$ cat config.mk
export PLATFORM = sky130hd
export DESIGN_NAME = efb_wb_arbiter_flat
export DESIGN_NICKNAME = d
export VERILOG_FILES = /design/src/rtl/efb_wb_arbiter_if.sv /design/src/rtl/efb_wb_arbiter.sv /design/src/flat_wrapper.sv
export SDC_FILE = /design/constraint.sdc
export NUM_CORES = 1
export LEC_CHECK = 0
export ABC_AREA = 1
export CAP_MARGIN = 20
export CORE_ASPECT_RATIO = 1.25
export CORE_MARGIN = 2
export CORE_UTILIZATION = 46
export DETAILED_ROUTE_END_ITERATION = 7
export GPL_ROUTABILITY_DRIVEN = 0
export PLACE_DENSITY = 0.84
export SYNTH_ARGS = -nofsm -noshare
export SYNTH_HDL_FRONTEND = slang
export SYNTH_SLANG_ARGS = --single-unit
$ cat constraint.sdc
create_clock -name Clock -period 3.9 [get_ports Clock]
set_clock_uncertainty 0.1 [all_clocks]
set_input_delay 0.39 -clock Clock [delete_from_list [all_inputs] [get_ports Clock]]
set_output_delay 0.39 -clock Clock [all_outputs]
set_load 0.03 [all_outputs]
$ cat src/rtl/efb_wb_arbiter_if.sv
// efb_wb_arbiter_if
//   Wishbone bus between the arbiter (master) and the EFB register file
//   (slave). A single-beat classic cycle: cyc and stb rise together, and
//   the slave answers with ack, plus dat_r for reads.
//
//   cyc    master->slave  bus cycle in progress
//   stb    master->slave  strobe, always equal to cyc here
//   we     master->slave  1 = write, 0 = read
//   adr    master->slave  register address   [ADDR_W]
//   dat_w  master->slave  write data          [DATA_W]
//   dat_r  slave->master  read data           [DATA_W]
//   ack    slave->master  access acknowledge
interface efb_wb_arbiter_if #(
  parameter int ADDR_W = 8,
  parameter int DATA_W = 8
);
  logic              cyc;
  logic              stb;
  logic              we;
  logic [ADDR_W-1:0] adr;
  logic [DATA_W-1:0] dat_w;
  logic [DATA_W-1:0] dat_r;
  logic              ack;

  modport master (output cyc, stb, we, adr, dat_w, input dat_r, ack);
  modport slave  (input cyc, stb, we, adr, dat_w, output dat_r, ack);
endinterface

$ cat src/rtl/efb_wb_arbiter.sv
// efb_wb_arbiter
//   Shares the EFB Wishbone slave between two requesters with round-robin
//   priority. Each requester holds req (and its fields) until it sees a
//   one-cycle done; err marks an access the watchdog had to terminate.
//   Every output is a register: the next-state logic computes the next
//   value of each output and a single clocked process stores it.
//
//   Clock, Reset            clock; asynchronous active-high reset
//   m0_* / m1_*             requester ports: req, we, addr, wdata in;
//                           rdata, done, err out
//   wb                      Wishbone master side of efb_wb_arbiter_if
//   busy                    high whenever the arbiter is not IDLE
//   grant                   port currently or most recently granted
//
//   Parameter TIMEOUT (>= 2): cycles a granted access may wait for ack.
module efb_wb_arbiter #(
  parameter int ADDR_W  = 8,
  parameter int DATA_W  = 8,
  parameter int TIMEOUT = 16
) (
  input  logic              Clock,
  input  logic              Reset,
  input  logic              m0_req,
  input  logic              m0_we,
  input  logic [ADDR_W-1:0] m0_addr,
  input  logic [DATA_W-1:0] m0_wdata,
  output logic [DATA_W-1:0] m0_rdata,
  output logic              m0_done,
  output logic              m0_err,
  input  logic              m1_req,
  input  logic              m1_we,
  input  logic [ADDR_W-1:0] m1_addr,
  input  logic [DATA_W-1:0] m1_wdata,
  output logic [DATA_W-1:0] m1_rdata,
  output logic              m1_done,
  output logic              m1_err,
  efb_wb_arbiter_if.master  wb,
  output logic              busy,
  output logic              grant
);

  localparam int WD_W = $clog2(TIMEOUT);

  typedef enum logic [1:0] {IDLE, ACCESS, RECOVER} state_t;

  state_t            state, state_nx;
  logic [WD_W-1:0]   wdog, wdog_nx;
  logic              last_grant, last_grant_nx;
  logic              grant_nx, busy_nx;
  logic              cyc_q, cyc_nx;
  logic              we_q, we_nx;
  logic [ADDR_W-1:0] adr_q, adr_nx;
  logic [DATA_W-1:0] dat_q, dat_nx;
  logic [DATA_W-1:0] m0_rdata_nx, m1_rdata_nx;
  logic              m0_done_nx, m1_done_nx, m0_err_nx, m1_err_nx;
  logic              pick;
  logic [DATA_W-1:0] resp_data;
  logic              resp_err;

  assign wb.cyc   = cyc_q;
  assign wb.stb   = cyc_q;
  assign wb.we    = we_q;
  assign wb.adr   = adr_q;
  assign wb.dat_w = dat_q;

  // On a tie the port that did not win last time goes first.
  assign pick = (m0_req && m1_req) ? ~last_grant : m1_req;

  always_comb begin
    // NOTE: every signal gets a default before the case so no path leaves
    // it unassigned; without this the tool would infer latches.
    state_nx      = state;
    wdog_nx       = wdog;
    last_grant_nx = last_grant;
    grant_nx      = grant;
    cyc_nx        = cyc_q;
    we_nx         = we_q;
    adr_nx        = adr_q;
    dat_nx        = dat_q;
    m0_rdata_nx   = m0_rdata;
    m1_rdata_nx   = m1_rdata;
    m0_done_nx    = 1'b0;
    m1_done_nx    = 1'b0;
    m0_err_nx     = 1'b0;
    m1_err_nx     = 1'b0;
    resp_data     = '0;
    resp_err      = 1'b0;

    unique case (state)
      IDLE: begin
        if (m0_req || m1_req) begin
          state_nx      = ACCESS;
          wdog_nx       = '0;
          last_grant_nx = pick;
          grant_nx      = pick;
          cyc_nx        = 1'b1;
          we_nx         = pick ? m1_we : m0_we;
          adr_nx        = pick ? m1_addr : m0_addr;
          // Write data is only presented on writes; reads drive zero.
          if (pick) dat_nx = m1_we ? m1_wdata : '0;
          else      dat_nx = m0_we ? m0_wdata : '0;
        end
      end
      ACCESS: begin
        // Ack is checked first so an ack on the final watchdog cycle wins.
        if (wb.ack || wdog == WD_W'(TIMEOUT - 1)) begin
          resp_data = (wb.ack && !we_q) ? wb.dat_r : '0;
          resp_err  = !wb.ack;
          state_nx  = RECOVER;
          cyc_nx    = 1'b0;
          we_nx     = 1'b0;
          if (grant) begin
            m1_rdata_nx = resp_data;
            m1_done_nx  = 1'b1;
            m1_err_nx   = resp_err;
          end else begin
            m0_rdata_nx = resp_data;
            m0_done_nx  = 1'b1;
            m0_err_nx   = resp_err;
          end
        end else begin
          wdog_nx = wdog + WD_W'(1);
        end
      end
      RECOVER: state_nx = IDLE;
      default: state_nx = IDLE;
    endcase

    busy_nx = (state_nx != IDLE);
  end

  always_ff @(posedge Clock or posedge Reset) begin
    if (Reset) begin
      state      <= IDLE;
      wdog       <= '0;
      last_grant <= 1'b1;  // makes port 0 win the first tie
      grant      <= 1'b0;
      busy       <= 1'b0;
      cyc_q      <= 1'b0;
      we_q       <= 1'b0;
      adr_q      <= '0;
      dat_q      <= '0;
      m0_rdata   <= '0;
      m1_rdata   <= '0;
      m0_done    <= 1'b0;
      m1_done    <= 1'b0;
      m0_err     <= 1'b0;
      m1_err     <= 1'b0;
    end else begin
      // NOTE: non-blocking assignments here so every register samples the
      // pre-edge values computed above, independent of statement order.
      state      <= state_nx;
      wdog       <= wdog_nx;
      last_grant <= last_grant_nx;
      grant      <= grant_nx;
      busy       <= busy_nx;
      cyc_q      <= cyc_nx;
      we_q       <= we_nx;
      adr_q      <= adr_nx;
      dat_q      <= dat_nx;
      m0_rdata   <= m0_rdata_nx;
      m1_rdata   <= m1_rdata_nx;
      m0_done    <= m0_done_nx;
      m1_done    <= m1_done_nx;
      m0_err     <= m0_err_nx;
      m1_err     <= m1_err_nx;
    end
  end

endmodule
$ cat src/flat_wrapper.sv
// flat-port wrapper written by rule: the top's interface ports become plain ports
module efb_wb_arbiter_flat 
#(
  parameter int ADDR_W  = 8,
  parameter int DATA_W  = 8,
  parameter int TIMEOUT = 16
)
  (Clock, Reset, m0_req, m0_we, m0_addr, m0_wdata, m0_rdata, m0_done, m0_err, m1_req, m1_we, m1_addr, m1_wdata, m1_rdata, m1_done, m1_err, busy, grant, wb_cyc, wb_stb, wb_we, wb_adr, wb_dat_w, wb_dat_r, wb_ack);
  efb_wb_arbiter_if #(.ADDR_W(ADDR_W), .DATA_W(DATA_W)) wb_i ();
  input  logic Clock;
  input  logic Reset;
  input  logic m0_req;
  input  logic m0_we;
  input  logic [ADDR_W-1:0] m0_addr;
  input  logic [DATA_W-1:0] m0_wdata;
  output logic [DATA_W-1:0] m0_rdata;
  output logic m0_done;
  output logic m0_err;
  input  logic m1_req;
  input  logic m1_we;
  input  logic [ADDR_W-1:0] m1_addr;
  input  logic [DATA_W-1:0] m1_wdata;
  output logic [DATA_W-1:0] m1_rdata;
  output logic m1_done;
  output logic m1_err;
  output logic busy;
  output logic grant;
  output wire logic [$bits(wb_i.cyc)-1:0] wb_cyc;
  output wire logic [$bits(wb_i.stb)-1:0] wb_stb;
  output wire logic [$bits(wb_i.we)-1:0] wb_we;
  output wire logic [$bits(wb_i.adr)-1:0] wb_adr;
  output wire logic [$bits(wb_i.dat_w)-1:0] wb_dat_w;
  input wire logic [$bits(wb_i.dat_r)-1:0] wb_dat_r;
  input wire logic [$bits(wb_i.ack)-1:0] wb_ack;
  assign wb_cyc = wb_i.cyc;
  assign wb_stb = wb_i.stb;
  assign wb_we = wb_i.we;
  assign wb_adr = wb_i.adr;
  assign wb_dat_w = wb_i.dat_w;
  assign wb_i.dat_r = wb_dat_r;
  assign wb_i.ack = wb_ack;
  efb_wb_arbiter #(.ADDR_W(ADDR_W), .DATA_W(DATA_W), .TIMEOUT(TIMEOUT)) u_core (.Clock(Clock), .Reset(Reset), .m0_req(m0_req), .m0_we(m0_we), .m0_addr(m0_addr), .m0_wdata(m0_wdata), .m0_rdata(m0_rdata), .m0_done(m0_done), .m0_err(m0_err), .m1_req(m1_req), .m1_we(m1_we), .m1_addr(m1_addr), .m1_wdata(m1_wdata), .m1_rdata(m1_rdata), .m1_done(m1_done), .m1_err(m1_err), .wb(wb_i), .busy(busy), .grant(grant));
endmodule
# After elaboration in Yosys (flattened, before gate mapping)
# Index checks and enable logic that the tools add are counted.
dict set report classes {
  muxes 30
  add_sub_neg 1
  reduce_logical 14
  n_bitwise 2
  n_eq_ne 5
}
# op n
set op_table {}
lappend op_table {{8-bit two-way mux} 5}
lappend op_table {{1-bit two-way mux} 17}
lappend op_table {{3-bit AND reduction} 4}
lappend op_table {{4-bit two-way mux} 2}
lappend op_table {{4-bit case mux with 2 select lines} 1}
lappend op_table {{4-bit by 1-bit adder with 4-bit output, second input constant} 1}
lappend op_table {{4-bit equality test, second input constant} 1}
lappend op_table {{2-bit two-way mux} 2}
lappend op_table {{2-bit by 1-bit != test with 1-bit output, second input constant} 2}
lappend op_table {{1-bit case mux with 2 select lines} 2}
lappend op_table {{2-bit case mux with 2 select lines} 1}
lappend op_table {{2-bit nonzero test} 2}
lappend op_table {{2-bit by 1-bit equality test with 1-bit output, second input constant} 1}
lappend op_table {{1-bit logical AND} 2}
lappend op_table {{1-bit zero test} 2}
lappend op_table {{2-bit zero test} 1}
lappend op_table {{1-bit logical OR} 2}
lappend op_table {{2-bit != test, second input constant} 1}
lappend op_table {{1-bit NOT} 2}
lappend op_table {{2-bit AND reduction} 1}
dict set report totals {
  wordCells 67
  register_bits 47
  in_bits 47
  output_inout_bits 41
}

# Longest topological paths before layout
# Gate-level depths: netlist (run 1).
dict set report depth {
  word_depth 5
  depth_mapped 7
  mapped_depth_nobuf 7
}

# Worst setup path before layout (run 1)
# Ideal clock, no wire load.
dict set report synth_path {
  path_kind {register to register}
  start {register u_core.wdog[0]}
  end {register u_core.m1_rdata[0]}
  synth_period_minus_slack_ps 1306
  setup_ps 76
  t_arrival_ps 1129
  path_slack_ps 2594
  stages_incl_launch_ff 7
  required_time_ps 3724
  path_buffers 1
  path_cell_list {dfrtp_1 > ha_1 > nand3_4 > nand2_4 > nand3_4 > buf_6 > o21ai_1}
}
dict set report synth_via {
  elab_chain_cells 3
}
# element line_no
set synth_lines {}
lappend synth_lines {{start, declared} efb_wb_arbiter.sv:47} ;# logic [WD_W-1:0] wdog, wdog_nx;
lappend synth_lines {{start signal, assigned} efb_wb_arbiter.sv:153} ;# wdog <= wdog_nx;
lappend synth_lines {{4-bit equality test} efb_wb_arbiter.sv:106} ;# if (wb.ack || wdog == WD_W'(TIMEOUT - 1)) begin
lappend synth_lines {{1-bit logical OR} efb_wb_arbiter.sv:106}
lappend synth_lines {{3-bit AND reduction (no line)} -}
lappend synth_lines {{end signal, assigned} efb_wb_arbiter.sv:162} ;# m1_rdata <= m1_rdata_nx;
lappend synth_lines {{end, declared} efb_wb_arbiter.sv:34} ;# output logic [DATA_W-1:0] m1_rdata,
# Every way passes these cells.
# A chain may end at the register's enable or synchronous reset.

# Worst setup path in the final report (run 1)
dict set report layout_path {
  start {input port m1_req}
  end {register u_core.wdog[3]}
}
dict set report layout_via {
  elab_chain_cells 3
}
# element line_no
set layout_lines {}
lappend layout_lines {{start, declared} flat_wrapper.sv:19} ;# input logic m1_req;
lappend layout_lines {{1-bit logical OR} efb_wb_arbiter.sv:91} ;# if (m0_req || m1_req) begin
lappend layout_lines {{2-bit by 1-bit != test with 1-bit output (no line)} -}
lappend layout_lines {{3-bit AND reduction (no line)} -}
# Every way passes these cells.

==> metrics, run 1 <==
CP Depth=5; core area=around 4700 um2; clock sinks=47; TritonCTS Buffers=5; postcts setup bufs=0; CP max FO=24; starting density of the core=a little under half; initial DRC count=slightly above 90; fin area=3160 um2; startpoint types=input pin; via count=approximately 1900; number of I/O port buffers=87; fin nets=between 300 and 400; Critical Path RT=approximately 4.0 ns; Total Wirelength=approximately 4700 um; clk slew on worst S/H paths=0.09 ns; clock root buffer=clkbuf_8; Max Cap Viol=0; FF-to-FF setup slack=2.44 ns; post-DR wirelength/cell=between 10 and 15 um; end of the worst register-to-register path=u_core.m0_rdata[4]; Critical path buffers and inverters=1; Crit Reg-Reg Startpoint=u_core.wdog[0]; crit-path cells=clkdlybuf4s50_1 > o21ai_4 > nand2_1 > nand2_1 > nand2_1; Die Area=between 5000 and 6000 um2; Gate Count Post-Synth=approximately 250; CP max stage cell=clkdlybuf4s50_1; slew of the pin with the lowest slew margin=between 0.6 and 0.7 ns; number of antenna-violating nets in the routed design=0; fin crit share=roughly half; PD cells=between 700 and 800 nW/um2; vias in the first global route=about 1800; final core utilization=between 60% and 70%; H-tree lvl count=2; Synth Register Bits=47; Hold Path Class=in2async; minimum clock period=around 2 ns; Fin Setup TNS=0 ns; I/O Pins=around 90; initial antenna violation count=0; largest cells by area after synthesis=dfrtp_1 52%, nand2_1 17%, o21ai_1 4.1%, nand3_1 3.2%, inv_1 2.7%; status=finished, final reports clean; family with the most delay on the worst path=buffers and inverters; Worst R2R Path Depth=6; Synth Warn #=0; Core Rows=28; Crit. Startpoint=m1_req; post-synth net total=a little under 300; DP Area=between 3000 and 4000 um2; Layout area overhead=44.0%; clk buf depth=2; first-pass GRT wire length=roughly 7800 um; final-report hold violation count=0; Setup crit end=u_core.wdog[3]; Detail Placement HPWL=between 3000 and 4000 um; Leak=approximately 1.5 nW; Crit. End Element=flip-flop; worst hold slack=just over 0.3 ns; Die Ht=81.2 um; Post-CTS Hold Buffers=0; VDD IR max=0.352 mV; Top cell by count, worst path=nand2_1; Die Width=approximately 66 um; Data arrival, critical path=2.09 ns; CTS resizes=0; pin count of the biggest net entering global routing=48; Setup Crit Path Kind=in2reg; Synth area leader=dfrtp_1; Final Setup Violations=0; max_slew headroom=between 50% and 60%; Congestion Overflow GR=0; Mean Syn Cell Area=8.81 um2; Synth cell types=24; CTS tree=yes; Pins Over Slew Limit=0; worst skew pair latency=a little under 0.3 ns; # fillers=between 300 and 400; Fmax=~500 MHz; RSZ-0062 raised after global routing=no; synthesized area=between 2000 and 2500 um2; sequential area share after synthesis=approximately 54%; Via density=4.88; drt first pass iters=4; diode count=0; Yosys top cell area share=a little over half; DRC viols=0; layout cells sized above 1=roughly 7.5%; CP peak stage delay=0.68 ns; GRT Util Overall=18.7%
flip-flops by register name (all words and copies together), names as in the netlist:
name               count
u_core.wdog            4
u_core.state           2
u_core.m1_done         1
u_core.m0_done         1
u_core.m0_err          1
u_core.m1_err          1
u_core.m0_rdata        8
u_core.wb.dat_w        8
u_core.grant           1
u_core.wb.we           1
u_core.busy            1
u_core.wb.cyc          1
u_core.wb.adr          8
u_core.m1_rdata        8
u_core.last_grant      1
cell families after synthesis:
| kind of cell | share of synthesized area, % |
|---|---|
| AO/OA/AOI/OAI | 7.81 |
| adder cells (fa/ha/maj) | 0.570 |
| buffers and inverters | 7.30 |
| flip-flops | 53.6 |
| AND/OR/NAND/NOR | 30.7 |
how the worst min path moves through the flow:
stage | start | end | slack [ns] | cells after the start
after floorplan | u_core.last_grant | u_core.last_grant | 0.35 | 2
after global placement | u_core.wb.dat_w[3] | u_core.wb.dat_w[3] | 0.36 | 2
after detailed placement | u_core.wb.dat_w[3] | u_core.wb.dat_w[3] | 0.36 | 2
after CTS | u_core.last_grant | u_core.last_grant | 0.39 | 2
after global routing | Reset | u_core.m1_rdata[7] | 0.33 | 2
final | Reset | u_core.m0_rdata[6] | 0.30 | 2
worst reg2reg max path, delay by kind of cell (launching register included):
family	cells	cell delay, ns
simple gates	4	0.53
flops	1	0.39
fa+ha+maj	1	0.26
compound gates	1	0.07
layer usage:
layer	global-route usage, %	vias up	part of all wire (%)
met2	34.1	66	50
met4	5.00	0	1.1
met1	21.6	879	41
met3	4.85	7	7.1
li1	-	970	-
met5	0	-	0
synth_stat cells:
library cell and n:
o21ai_4 1, buf_6 5, nor2_4 2, inv_2 3
nand2_4 2, o21ai_1 18, nand2_2 1, nand4_1 9
buf_1 1, nand3_1 14, a21oi_1 1, buf_2 2
inv_1 16, dfrtp_1 46, nor2_1 8, nand3_4 3
nor2_8 1, dfstp_2 1, ha_1 1, buf_4 2
o211ai_1 8, nand2_1 102, nand3_2 1, clkbuf_1 1
where the power goes:
group / internal [mW] / leakage, nW / switching (mW)
combinational: 0.461 / 0.853 / 0.705
clock: 0.125 / 0.0402 / 0.159
sequential: 0.676 / 0.605 / 0.122
layout make-up:
| cell class | count | area [um2] | area share (%) |
|---|---|---|---|
| flip-flops and latches | 47 | 1180 | 37.3 |
| repair buffers | 88 | 891 | 28.2 |
| inverters | 19 | 71.3 | 2.26 |
| clock inverters | 3 | 20.0 | 0.633 |
| clock buffers | 5 | 68.8 | 2.18 |
| well taps | 60 | 75.1 | 2.38 |
| multi-input cells | 172 | 857 | 27.1 |
cell usage in the layout (no fill, tap or decap), types with 2 or more instances in the layout:
| master | Yosys | routed |
|---|---|---|
| nand2_1 | 102 | 102 |
| clkdlybuf4s50_1 | 0 | 87 |
| dfrtp_1 | 46 | 46 |
| o21ai_1 | 18 | 18 |
| inv_1 | 16 | 15 |
| nand3_1 | 14 | 14 |
| nand4_1 | 9 | 9 |
| nor2_1 | 8 | 8 |
| o211ai_1 | 8 | 8 |
| clkbuf_8 | 0 | 5 |
| inv_2 | 3 | 4 |
| nand3_4 | 3 | 3 |
| nand2_4 | 2 | 2 |
| nor2_4 | 2 | 2 |
| clkinvlp_4 | 0 | 2 |
stage by stage:
| step | total power, mW | worst slack, ns | instances |
|---|---|---|---|
| after floorplan | 1.54 | 2.30 | 249 |
| after global placement | 1.96 | 1.67 | 385 |
| after detailed placement | 1.98 | 1.57 | 385 |
| after CTS | 2.27 | 1.90 | 393 |
| after global routing | 2.40 | 1.75 | 394 |
| final | 2.25 | 1.90 | 394 |
Power figures use the tool's default switching activity.
==> run 2, diff against run 1 <==
- CORE_UTILIZATION: 46 -> 39
- PLACE_DENSITY: 0.84 -> 0.76
- clock period: 3.9 -> 1.7 ns (I/O delays scaled with it)
==> run 2 against run 1 <==
  * Critical path depth down 4
  * Sequential share of layout area down 1.3 points
  * Clock power rose to 3.4 times the previous value
  * First-iteration DRC count up 28%
  * Global-route usage down 1.5 points
  * Final cell count up 2.5%
  * Largest power group unchanged
  * Highest routed layer unchanged
==> metrics, run 2 (synthesis gave the netlist of run 1 again) <==
status=finished, final reports clean; Int Pwr=3.28 mW (+160%); number of antenna-violating nets in the routed design=0 (unchanged); DP Area=3130 um2 (+2.7%); Setup Crit Path Kind=reg2out; clk buf depth=2 (unchanged); Die Width=71.1 um (+8.1%); post-DR wirelength/cell=12.8 um (+6.8%); RSZ-0062 raised after global routing=no; via count=1956 (+1.8%); Crit. End Element=primary output; sw frac=41.3% (-2.6 points); diode count=0 (unchanged); Data arrival, critical path=1.38 ns (-0.71 ns); family with the most delay on the worst path=buffers and inverters; TritonCTS Buffers=5 (unchanged); Core Rows=30 (+7.1%); Crit. Startpoint=u_core.wb.we; Die Ht=87.9 um (+8.2%); worst skew pair latency=0.30 ns (about the same); VDD IR max=0.754 mV (+110%); Critical Path RT=1.43 ns (-2.56 ns); Post-CTS Hold Buffers=0 (unchanged); first-pass GRT wire length=8510 um (+8.5%); max_slew headroom=77.0% (+18 points); part of the power in combinational logic=50.0% (-1.9 points); Post-Place Cells=396 (+2.9%); CP peak stage delay=0.70 ns (+0.02 ns); initial DRC count=118 (+28%); CP max stage cell=clkdlybuf4s50_1; Max Cap Viol=0 (unchanged); number of I/O port buffers=87 (unchanged); clk slew on worst S/H paths=0.09 ns (about the same); register share of total power=32.8% (-2.7 points); Critical path buffers and inverters=1 (unchanged); CP max FO=3 (-88%); fin nets=387 (+1.6%); core area=5440 um2 (+17%); Via density=4.84 (-0.75%); Pins Over Slew Limit=0 (unchanged); Fmax=around 600 MHz; commonest cells after routing, fill and taps aside=102 x nand2_1, 86 x clkdlybuf4s50_1, 46 x dfrtp_1; minimum clock period=about 1.6 ns; Crit Reg-Reg Startpoint=u_core.wdog[0]; DRC viols=0 (unchanged); worst slack at placement=0.114 ns (-1.46 ns); postcts setup bufs=0 (unchanged); fin area=3270 um2 (+3.6%); final core utilization=60.1% (-7.7 points); startpoint types=flip-flop; FF-to-FF setup slack=0.23 ns (-2.21 ns); Leak=1.57 nW (+4.6%); clock sinks=47 (unchanged); # fillers=484 (+24%); initial antenna violation count=0 (unchanged); Total Wirelength=5180 um (+9.5%); CTS resizes=0 (unchanged); Detail Placement HPWL=3820 um (+11%); clock root buffer=clkbuf_8; clock network fraction of total power=17.2% (+4.6 points); vias in the first global route=1922 (+6.6%); Die Area=6250 um2 (+17%); sw power=2.30 mW (+130%); Hold Path Class=in2async; worst hold slack=0.113 ns (-0.189 ns); I/O Pins=88 (unchanged); slew of the pin with the lowest slew margin=0.343 ns (-0.263 ns); final-report hold violation count=0 (unchanged); H-tree lvl count=2 (unchanged); Setup crit end=wb_we; fin crit share=a little under 100%; commonest non-fill, non-tap cell in the layout=nand2_1; Layout area overhead=49.1%; final worst setup slack=0.0501 ns (-1.85 ns); Total Power=5.58 mW (+150%); Worst R2R Path Depth=6 (unchanged); Final Setup Violations=0 (unchanged); Congestion Overflow GR=0 (unchanged); Fin Setup TNS=0 ns (unchanged); CTS tree=yes; PD cells=1700 nW/um2 (+140%); CP Depth=1 (-4); drt first pass iters=4 (unchanged); layout cells sized above 1=9.12% (+1.6 points); pin count of the biggest net entering global routing=48 (unchanged); crit-path cells=clkdlybuf4s50_1; end of the worst register-to-register path=u_core.m0_rdata[5]; non-filler cells, final=404 (+2.5%); GRT Util Overall=17.3% (-1.5 points); starting density of the core=40.3% (-6.8 points)
-- run 2: worst min path at each step --
| stage | start | end | slack, ns |
|---|---|---|---|
| after global routing | Reset | u_core.m0_rdata[5] | 0.16 |
| after floorplan | wb_ack | u_core.m0_err | 0.14 |
| after global placement | u_core.wb.adr[2] | u_core.wb.adr[2] | 0.37 |
| final | Reset | u_core.m0_rdata[5] | 0.11 |
| after detailed placement | u_core.wb.dat_w[3] | u_core.wb.dat_w[3] | 0.37 |
| after CTS | Reset | u_core.m0_done | 0.13 |
-- run 2: final cells by class --
cell class,instances,area [um2],share of cell area [%]
sequential,47,1180,36.0
timing repair buffer,94,951,29.1
multi-input combinational,172,857,26.2
tap,64,80.1,2.45
inverter,19,71.3,2.18
clock buffer,5,68.8,2.10
clock inverter,3,67.6,2.06
-- run 2: layer usage --
layer	global-route usage (%)	up-vias	part of all wire (%)
li1	-	980	-
met1	19.7	900	41
met2	32.0	69	52
met3	3.45	7	5.6
met4	6.17	0	1.6
met5	0	-	0
-- run 2: worst min-delay path, cell delays in order --
cell and delay, ns:
clkdlybuf4s50_1 0.41, inv_2 0.07, buf_12 0.24
-- run 2: power by group through the flow --
stage	Sequential [mW]	Clock, mW	Combinational [mW]
3_5_place_dp	1.85	0	2.82
2_1_floorplan	2.56	0	0.968
5_1_grt	1.88	1.04	2.99
3_3_place_gp	1.84	0	2.78
6_report	1.83	0.957	2.79
4_1_cts	1.83	0.987	2.82
==> run 3, diff against run 2 <==
- HOLD_SLACK_MARGIN: not set -> 0.03
- PLACE_DENSITY: 0.76 -> 0.84
==> run 3 against run 2 <==
  * First-iteration DRC count is 8.5% higher
  * Global-route usage is 0.40 points lower
  * Via count fell by 0.15%
  * Sequential share of layout area rose by 0.89 points
  * Critical path type unchanged
  * Highest routed layer unchanged
==> metrics, run 3 (synthesis gave the netlist of run 1 again) <==
status=finished, final reports clean; part of the power in combinational logic=52.5% (+2.5 points); Die Width=71.1 um (unchanged); final worst setup slack=0.0666 ns (+0.0165 ns); sw frac=43.8% (+2.6 points); clk buf depth=2 (unchanged); Worst R2R Path Depth=6 (unchanged); Setup Crit Path Kind=reg2out; CP max FO=3 (unchanged); final-report hold violation count=0 (unchanged); worst skew pair latency=0.29 ns (about the same); clock sinks=47 (unchanged); # fillers=476 (-1.7%); initial antenna violation count=0 (unchanged); Data arrival, critical path=1.36 ns (-0.02 ns); Die Ht=87.9 um (unchanged); diode count=0 (unchanged); clock root buffer=clkbuf_8; Fin Setup TNS=0 ns (unchanged); post-DR wirelength/cell=12.5 um (-2.2%); first-pass GRT wire length=8480 um (-0.40%); starting density of the core=40.3% (unchanged); max_slew headroom=70.6% (-6.4 points); CTS tree=yes; final core utilization=58.7% (-1.4 points); FF-to-FF setup slack=0.23 ns (about the same); via count=1953 (-0.15%); VDD IR max=0.766 mV (+1.6%); worst slack at placement=0.0261 ns (-0.0875 ns); postcts setup bufs=0 (unchanged); non-filler cells, final=404 (unchanged); Congestion Overflow GR=0 (unchanged); end of the worst register-to-register path=u_core.m1_rdata[7]; layout cells sized above 1=9.12% (unchanged); Crit Reg-Reg Startpoint=u_core.wdog[1]; metal2 WL=2500 um (-6.6%); Fmax=612 MHz (+1.0%); RSZ-0062 raised after global routing=no; Via density=4.83 (-0.15%); DRT met1 WL=2220 um (+4.0%); pin count of the biggest net entering global routing=27 (-44%); commonest non-fill, non-tap cell in the layout=nand2_1; fin nets=387 (unchanged); Critical Path RT=1.43 ns (about the same); Critical path buffers and inverters=1 (unchanged); Int Pwr=2.92 mW (-11%); DP Area=3110 um2 (-0.80%); Top Layer Used=met4; DRC viols=0 (unchanged); clk slew on worst S/H paths=0.09 ns (about the same); drt first pass iters=4 (unchanged); Die Area=6250 um2 (unchanged); Leak=1.55 nW (-1.4%); crit-path cells=clkdlybuf4s50_1; Pins Over Slew Limit=0 (unchanged); Core Rows=30 (unchanged); initial DRC count=128 (+8.5%); vias in the first global route=1895 (-1.4%); commonest cells after routing, fill and taps aside=102 x nand2_1, 85 x clkdlybuf4s50_1, 46 x dfrtp_1; TritonCTS Buffers=5 (unchanged); Post-Place Cells=396 (unchanged); I/O Pins=88 (unchanged); Layout area overhead=45.6%; fin crit share=96.1% (-0.97 points); PD cells=1630 nW/um2 (-4.5%); register share of total power=35.2% (+2.4 points); family with the most delay on the worst path=buffers and inverters; sw power=2.28 mW (-1.0%); WL met3=297 um (+2.8%); CP peak stage delay=0.69 ns (about the same); fin area=3190 um2 (-2.4%); minimum clock period=1.63 ns (-0.0165 ns); Hold Path Class=in2async; number of I/O port buffers=87 (unchanged); number of antenna-violating nets in the routed design=0 (unchanged); slew of the pin with the lowest slew margin=0.440 ns (+0.0964 ns); Max Cap Viol=0 (unchanged); Final Setup Violations=0 (unchanged); core area=5440 um2 (unchanged); CP max stage cell=clkdlybuf4s50_1; clock network fraction of total power=12.3% (-4.9 points); H-tree lvl count=2 (unchanged); Crit. End Element=primary output; Total Wirelength=5070 um (-2.2%); GRT Util Overall=16.9% (-0.40 points); Detail Placement HPWL=3850 um (+0.87%); startpoint types=flip-flop
-- run 3: cell types whose count changed in the layout (fill, tap and decap cells not counted), sizes merged --
cell,previous run,this run
dlygate4sd2,0,1
bufinv,2,0
clkinvlp,1,0
clkdlybuf4s50,86,85
clkinv,0,3
-- run 3: metal layers --
metal,global-route usage (%),vias to the layer above
met2,29.0,69
met4,4.46,0
met3,3.91,6
li1,-,977
met1,21.6,901
met5,0,-
-- run 3: timing repair --
action	in CTS	in global routing
resized for setup	1	1
endpoints found under the setup margin	1	1
hold buffers	0	0
-- run 3: metrics by stage --
step / hold slack, ns / power, mW
final: 0.120 / 5.20
after global routing: 0.156 / 5.54
after CTS: 0.125 / 5.26
after detailed placement: 0.367 / 4.61
after global placement: 0.362 / 4.55
after floorplan: 0.136 / 3.53
-- run 3: power by group through the flow --
stage                     Sequential, mW  Combinational [mW]  Clock (mW)
after CTS                           1.83                2.76       0.661
after floorplan                     2.56               0.968           0
final                               1.83                2.73       0.642
after detailed placement            1.85                2.77           0
after global routing                1.89                2.94       0.706
after global placement              1.84                2.71           0
-- run 3: cell type report --
cell class | instances | area [um2] | area share (%)
sequential | 47 | 1180 | 36.9
timing repair buffer | 94 | 925 | 28.9
multi-input combinational | 172 | 857 | 26.8
tap | 64 | 80.1 | 2.51
inverter | 19 | 71.3 | 2.23
clock buffer | 5 | 68.8 | 2.15
clock inverter | 3 | 15.0 | 0.470
-- run 3: worst reg2reg max path: stages (launching register included) --
cell	delay (ns)
dfrtp_1	0.38
ha_1	0.25
nand3_4	0.12
nand2_4	0.12
nand3_4	0.19
nand2_1	0.12
o21ai_1	0.07
-- run 3: worst max path at each step --
stage | endpoint | depth (start not counted) | slack [ns] | from
6_report | wb_cyc | 1 | 0.07 | u_core.wb.cyc
5_1_grt | wb_cyc | 1 | 0.02 | u_core.wb.cyc
4_1_cts | wb_we | 1 | 0.04 | u_core.wb.we
3_5_place_dp | u_core.wb.adr[0] | 5 | 0.03 | m0_req
3_3_place_gp | u_core.wb.adr[3] | 5 | 0.06 | m0_req
2_1_floorplan | u_core.busy | 1 | 0.32 | Reset
